### src/rtl/watch_display_scan.sv
// watch_display_scan: 4-digit multiplexed common-anode seven-segment driver
// for the watch. It runs the refresh prescaler and digit rotation, takes a
// snapshot of the digits once per frame, and decodes BCD to segments. It
// also blanks the field being set and drives the colon.
//
// Optional build macro: LEADING_ZERO_BLANK_EN
//   defined   -> hr1 == 0 is shown blank on slot 3
//   undefined -> hr1 == 0 is shown as "0"
module watch_display_scan #(
    parameter int SCAN_DIV     = 50000,
    parameter int BLINK_FRAMES = 64
) (
    input  logic       clk,
    input  logic       reset,
    input  logic [3:0] hr1,
    input  logic [3:0] hr0,
    input  logic [3:0] min1,
    input  logic [3:0] min0,
    input  logic [1:0] blink_sel,
    input  logic       colon_en,
    output logic [6:0] seg,
    output logic       dp,
    output logic [3:0] an,
    output logic       frame_tick
);

    localparam int PW = (SCAN_DIV > 2) ? $clog2(SCAN_DIV) : 1;
    localparam int FW = (BLINK_FRAMES > 1) ? $clog2(BLINK_FRAMES) : 1;

    localparam logic [6:0] SEG_BLANK = 7'h7F;
    localparam logic [6:0] SEG_DASH  = 7'h3F;

    logic [PW-1:0] presc_reg;
    logic [1:0]    slot_reg;
    logic [FW-1:0] frame_reg;
    logic          phase_reg;

    // The snapshot is indexed by slot, so the digit on screen is snap_reg[slot].
    logic [3:0]    digit_in [4];
    logic [3:0]    snap_reg [4];

    logic          slot_tick;
    logic          wrap;

    logic [6:0]    seg_reg, seg_next;
    logic          dp_reg, dp_next;
    logic [3:0]    an_reg, an_next;
    logic          frame_tick_reg;

    logic [3:0]    cur_digit;
    logic          field_blank;

    assign digit_in[0] = min0;
    assign digit_in[1] = min1;
    assign digit_in[2] = hr0;
    assign digit_in[3] = hr1;

    assign slot_tick = (presc_reg == PW'(SCAN_DIV - 1));
    assign wrap      = slot_tick && (slot_reg == 2'd3);

    // Active-low {g,f,e,d,c,b,a}. Non-BCD values show a dash.
    function automatic logic [6:0] bcd_to_seg(input logic [3:0] d);
        case (d)
            4'd0:    bcd_to_seg = 7'h40;
            4'd1:    bcd_to_seg = 7'h79;
            4'd2:    bcd_to_seg = 7'h24;
            4'd3:    bcd_to_seg = 7'h30;
            4'd4:    bcd_to_seg = 7'h19;
            4'd5:    bcd_to_seg = 7'h12;
            4'd6:    bcd_to_seg = 7'h02;
            4'd7:    bcd_to_seg = 7'h78;
            4'd8:    bcd_to_seg = 7'h00;
            4'd9:    bcd_to_seg = 7'h10;
            default: bcd_to_seg = SEG_DASH;
        endcase
    endfunction

    // Prescaler, slot rotation, frame counter and blink phase.
    always_ff @(posedge clk or posedge reset) begin
        if (reset) begin
            presc_reg <= '0;
            slot_reg  <= 2'd0;
            frame_reg <= '0;
            phase_reg <= 1'b0;
        end else if (slot_tick) begin
            presc_reg <= '0;
            slot_reg  <= slot_reg + 2'd1;
            if (slot_reg == 2'd3) begin
                if (frame_reg == FW'(BLINK_FRAMES - 1)) begin
                    frame_reg <= '0;
                    phase_reg <= ~phase_reg;
                end else begin
                    frame_reg <= frame_reg + FW'(1);
                end
            end
        end else begin
            presc_reg <= presc_reg + PW'(1);
        end
    end

    // Latch all four digits together at the frame wrap so that a frame never
    // mixes old and new digits.
    generate
        for (genvar gi = 0; gi < 4; gi++) begin : g_snap
            always_ff @(posedge clk or posedge reset) begin
                if (reset) begin
                    snap_reg[gi] <= 4'd0;
                end else if (wrap) begin
                    snap_reg[gi] <= digit_in[gi];
                end
            end
        end
    endgenerate

    // Next display values from the current slot and snapshot. blink_sel is used live.
    always_comb begin
        an_next     = ~(4'b0001 << slot_reg);
        cur_digit   = snap_reg[slot_reg];
        field_blank = phase_reg && (slot_reg[1] ? blink_sel[1] : blink_sel[0]);
        seg_next    = field_blank ? SEG_BLANK : bcd_to_seg(cur_digit);
`ifdef LEADING_ZERO_BLANK_EN
        if ((slot_reg == 2'd3) && (cur_digit == 4'd0)) begin
            seg_next = SEG_BLANK;
        end
`endif
        dp_next = ~((slot_reg == 2'd2) && colon_en && !(phase_reg && blink_sel[1]));
    end

    // Register the outputs. frame_tick follows the wrap by one cycle.
    always_ff @(posedge clk or posedge reset) begin
        if (reset) begin
            an_reg         <= 4'b1111;
            seg_reg        <= SEG_BLANK;
            dp_reg         <= 1'b1;
            frame_tick_reg <= 1'b0;
        end else begin
            an_reg         <= an_next;
            seg_reg        <= seg_next;
            dp_reg         <= dp_next;
            frame_tick_reg <= wrap;
        end
    end

    assign an         = an_reg;
    assign seg        = seg_reg;
    assign dp         = dp_reg;
    assign frame_tick = frame_tick_reg;

endmodule
### config.mk
export PLATFORM = sky130hd
export DESIGN_NAME = watch_display_scan
export DESIGN_NICKNAME = d
export VERILOG_FILES = /design/src/rtl/watch_display_scan.sv
export SDC_FILE = /design/constraint.sdc
export NUM_CORES = 1
export LEC_CHECK = 0
export ABC_AREA = 1
export CAP_MARGIN = 0
export CORE_AREA = 8 8 70 96
export DETAILED_ROUTE_END_ITERATION = 10
export DIE_AREA = 0 0 78 104
export GPL_TIMING_DRIVEN = 0
export PLACE_DENSITY = 0.77
export SLEW_MARGIN = 20
export SYNTH_ARGS = -nofsm -noshare
export SYNTH_HDL_FRONTEND = slang
export SYNTH_SLANG_ARGS = --single-unit
### constraint.sdc
create_clock -name clk -period 2.3 [get_ports clk]
set_clock_uncertainty 0.1 [all_clocks]
set_input_delay 0.46 -clock clk [delete_from_list [all_inputs] [get_ports clk]]
set_output_delay 0.46 -clock clk [all_outputs]
set_load 0.01 [all_outputs]
# After elaboration in Yosys (flattened, before gate mapping)
# Memory sizes are Yosys's and may differ from the RTL's.
# Index checks and enable logic that the tools add are counted.
# op_classes
add_sub_neg	3
n_mul	0
div	0
n_lt_le_gt_ge	1
eq_ne	4
shift	1
n_mux	7
bitwise	4
n_reduce_logical	8
# ops
operator	count
$add 16x1->16 const B	1
$eq 16x16->1 const B	1
$mux 16	1
$bmux 4 s2	1
$mux 4	2
$mux 7	1
$add 6x1->6 const B	1
$eq 6x6->1 const B	1
$mux 6	1
$logic_and 1x1->1	5
$eq 2x2->1 const B	2
$not 4->4	1
$shl 1x2->4 const A	1
$ge 3x3->1 const B	1
$not 2->3	1
$reduce_and 3->1	1
$add 2x1->2 const B	1
$not 1->1	2
$reduce_and 2->1	1
$logic_not 1->1	1
$mux 1	1
# totals
ff_bits	54
latch_bits	0
mem_bits_rw	0
mem_bits_ro	112
inputBits	21
wordCells	41
memories	1
# memory_table
name	words	width	read_ports	rd_clocked_by_memory_dff	wr	line_no	rtl
(no name shown)	16	7	1	0	0	63	case (d)

# Longest topological paths before layout
# An unclocked memory read counts as a cell.
# logic_depth
ltp_word	6
mapped_depth	11
ltp_nobuf	10

# Least setup slack after synthesis
# OpenSTA, ideal clock, no wires.
# synth_path
kind	reg-to-reg
from	reg slot_reg[1]
to	reg seg_reg[5] (netlist: seg[5])
arrival_time_ns	1.383
slack_ns	0.720
path_stages_with_launch	9
path_cell_list	dfrtp_1 -> inv_1 -> nand3_1 -> nand2_1 -> inv_1 -> ha_1 -> nand3b_1 -> nand3_1 -> nand3_1
# synth_via
elab_chain_cells	6
elab_cells_between_ends	8
cone_classes	mux: 5; bitwise: 1; reduce/logical: 1; memory: 1
# synth_lines
item	line_no	rtl
start, declared	34	logic [1:0] slot_reg;
start signal, assigned	87	slot_reg <= slot_reg + 2'd1;
$not 2->3 (not written as such)	118	cur_digit = snap_reg[slot_reg];
$bmux 4 s2	118	
$mux 4 (not written as such) (2 in series)	118	
$mem_v2 16x7	-	
$mux 7 (*)	120	seg_next = field_blank ? SEG_BLANK : bcd_to_seg(cur_digit);
via seg_next[5]	45	logic [6:0] seg_reg, seg_next;
end signal, assigned	138	seg_reg <= seg_next;
end, declared	45	
# Mark *: on every way through the listed nets, which the timed path passes. The rest lies on a longest branch. The select of a mux whose other input is x is not followed.
# A chain may end at the register's enable or synchronous reset.

# Final worst setup path
# layout_path
from	reg seg_reg[2] (netlist: seg[2])
to	out seg[2]
# layout_rtl
item	line_no	rtl
end, declared	21	output logic [6:0] seg,
# No word-level cell between the ends.

==> reports/qor.yml <==
global_route:
  grt_pass1_vias: 2263
  grt.overflow.total: 0
  grt.total_usage: 0.1395
  antenna_found_initial: 0
  grt_max_degree: 31
  grt_pass1_wl_um: 9515
place:
  gp_congestion: 0.8558
  io_buffers: 33
  placed_area_um2: 3236
  dp_cells: 446
  dp_hpwl_um: 4039
yosys:
  synth-seq-cells: 54
  synth_fa_ha_area_frac: 0.05362
  seq_area_frac_synth: 0.4879
  synthesis.area_um2: 2800
  syn_inst: 344
  synth_xor_area_frac: 0.02815
  synthFlopType: "dfrtp_1"
  yosysWarningCount: 0
  muxShareOfSynthArea: 0
  synth_edf_count: 0
  syn_avg_cell_area_um2: 8.140
  synthSimpleGateAreaFrac: 0.3472
  synthTopCellsByArea: "dfrtp_1 38%, nand2_1 18%, dfstp_2 11%"
  synthArstFlopShare: 1.000
  ys_types: 29
  synth_compound_area_frac: 0.01966
  synth_top_area_share: 0.3753
  yosysTopAreaCell: "dfrtp_1"
  synth_top_family_by_area: "simple AND/OR/NAND/NOR gates"
  syn-num-nets: 377
clock_network:
  post-cts-setup-buffers: 0
  cts_resized: 0
  cts_made_buffers: 5
  cts-htree-levels: 2
  postCtsHoldBufs: 0
  cts_tree: "built"
  cts-root-buf: "clkbuf_8"
  clock-sinks: 54
  cts_max_path_buffers: 2
  clk-insertion-delay-late_ns: 0.31
  cts.clk_slew.worst_paths_ns: 0.09
die:
  die_h_um: 104
  initial_core_util: 0.5219
  io_pins: 34
  fp.dieW_um: 78
  dieArea_um2: 8112
  rows: 32
  core_area_um2: 5365
timing:
  period_share: 0.8360
  slew_viol_final: 0
  worstMarginPinSlew_ns: 0.5035
  final-hold-violation-count: 0
  whs_ns: 0.3749
  setup_viol: 0
  layout_min_cycle_time_ns: 1.923
  max_freq_mhz: 520.0
  grt_setup_unrepaired: "no"
  slew_headroom: 0.6639
layout:
  area_growth_pct: 19.12
  fin_cells: 454
  layout_common_cells: "131 x nand2_1, 42 x dfrtp_1, 34 x nand3_1, 33 x clkdlybuf4s50_1, 31 x nor2_1"
  final_common_cell: "nand2_1"
  final_util: 0.6217
  fin_nets: 418
  n_antenna_cell: 0
  drive_above_1_share: 0.1088
  fin_area_um2: 3336
worst_setup_path:
  worstPathMaxFanout: 1
  slowest_delay_ns: 0.53
  end_kind: "primary output"
  required_ns: 1.74
  crit_buf_inv: 1
  slowest_stage: "dfstp_2"
  cpLargestDelayFamily: "flip-flops"
  arrival_ns: 1.36
  cp_cell_sequence: "clkdlybuf4s50_1"
  critPathKind: "reg2out"
  cp-start-kind: "register"
route:
  num_vias: 2235
  first_pass_iters: 4
  avgRoutedWirePerCell_um: 11.46
  drt_iter0_markers: 101
  wl_um: 5201
  drcViolationCount: 0
  viasPerCell: 4.923
  ant_nets: 0
power_and_ir_drop:
  total_power_mw: 1.562
  ir_drop_v: 0.0003197
  power_leakage_nw: 1.684
  cellPowerDensity_nw_per_um2: 468.3
job:
  maxCapViolCount: 0
worst_hold_path:
  hp-class: "reg2reg"
run_status:
  status: "finished, final reports clean"
## power by group
part	leakage [nW]	internal, mW	switching, mW
clock	0.0514	0.248	0.308
combinational	1.02	0.0331	0.0231
sequential	0.615	0.950	0
total	1.68	1.23	0.331
## per-stage QoR
step	setup WS [ns]	setup TNS [ns]
after floorplan	0.4453	0
after global placement	-0.5005	-21.51
after detailed placement	0.4696	0
after CTS	0.3622	0
after global routing	0.2575	0
final	0.3771	0
## cell families after synthesis
| logic type | after synthesis |
|---|---|
| buffers and inverters | 39 |
| flip-flops | 54 |
| AND/OR/NAND/NOR | 220 |
| XOR/XNOR | 9 |
| AO/OA/AOI/OAI | 10 |
| adder cells (fa/ha/maj) | 12 |
## Yosys cell counts (2+ instances only)
| library cell | instances |
|---|---|
| xor2_1 | 8 |
| o21bai_1 | 2 |
| nand3b_1 | 3 |
| o21ai_0 | 4 |
| nor2_8 | 2 |
| nor2_1 | 31 |
| inv_1 | 31 |
| ha_1 | 12 |
| dfstp_2 | 12 |
| a21oi_1 | 3 |
| inv_2 | 2 |
| nand3_1 | 34 |
| dfrtp_1 | 42 |
| nor3_1 | 5 |
| nand2_1 | 131 |
| nand2_2 | 3 |
| nand2_4 | 3 |
| nand4_1 | 3 |
| nor2_2 | 3 |
## area by class of cell
class,instances,area (um2)
Buffer,3,38.79
Clock buffer,6,82.58
Clock inverter,2,17.52
Fill cell,469,2029
Inverter,36,138.9
Multi-Input combinational cell,251,1256
Sequential cell,54,1366
Tap cell,68,85.08
Timing Repair Buffer,34,350.3
## layer usage
| layer | GRT usage | wire (um) | vias up |
|---|---|---|---|
| met5 | 0 | 0 | - |
| met4 | 0.05585 | 101 | 0 |
| met3 | 0.02768 | 180 | 7 |
| met2 | 0.2433 | 2648 | 40 |
| met1 | 0.1608 | 2270 | 1039 |
| li1 | - | - | 1149 |
## final timing paths
| check | to | slack, ns | cells after the start | start |
|---|---|---|---|---|
| min in group asynchronous | presc_reg[0] | 0.40 | 2 | reset |
| max in group asynchronous | seg[6] | 1.12 | 3 | reset |
| setup reg to reg | seg[5] | 0.44 | 8 | slot_reg[1] |
| setup / recovery | seg[2] | 0.38 | 1 | seg[2] |
| hold / removal | presc_reg[0] | 0.37 | 1 | presc_reg[0] |
| hold reg to reg | presc_reg[0] | 0.37 | 1 | presc_reg[0] |
(Power assumes the default switching activity.)
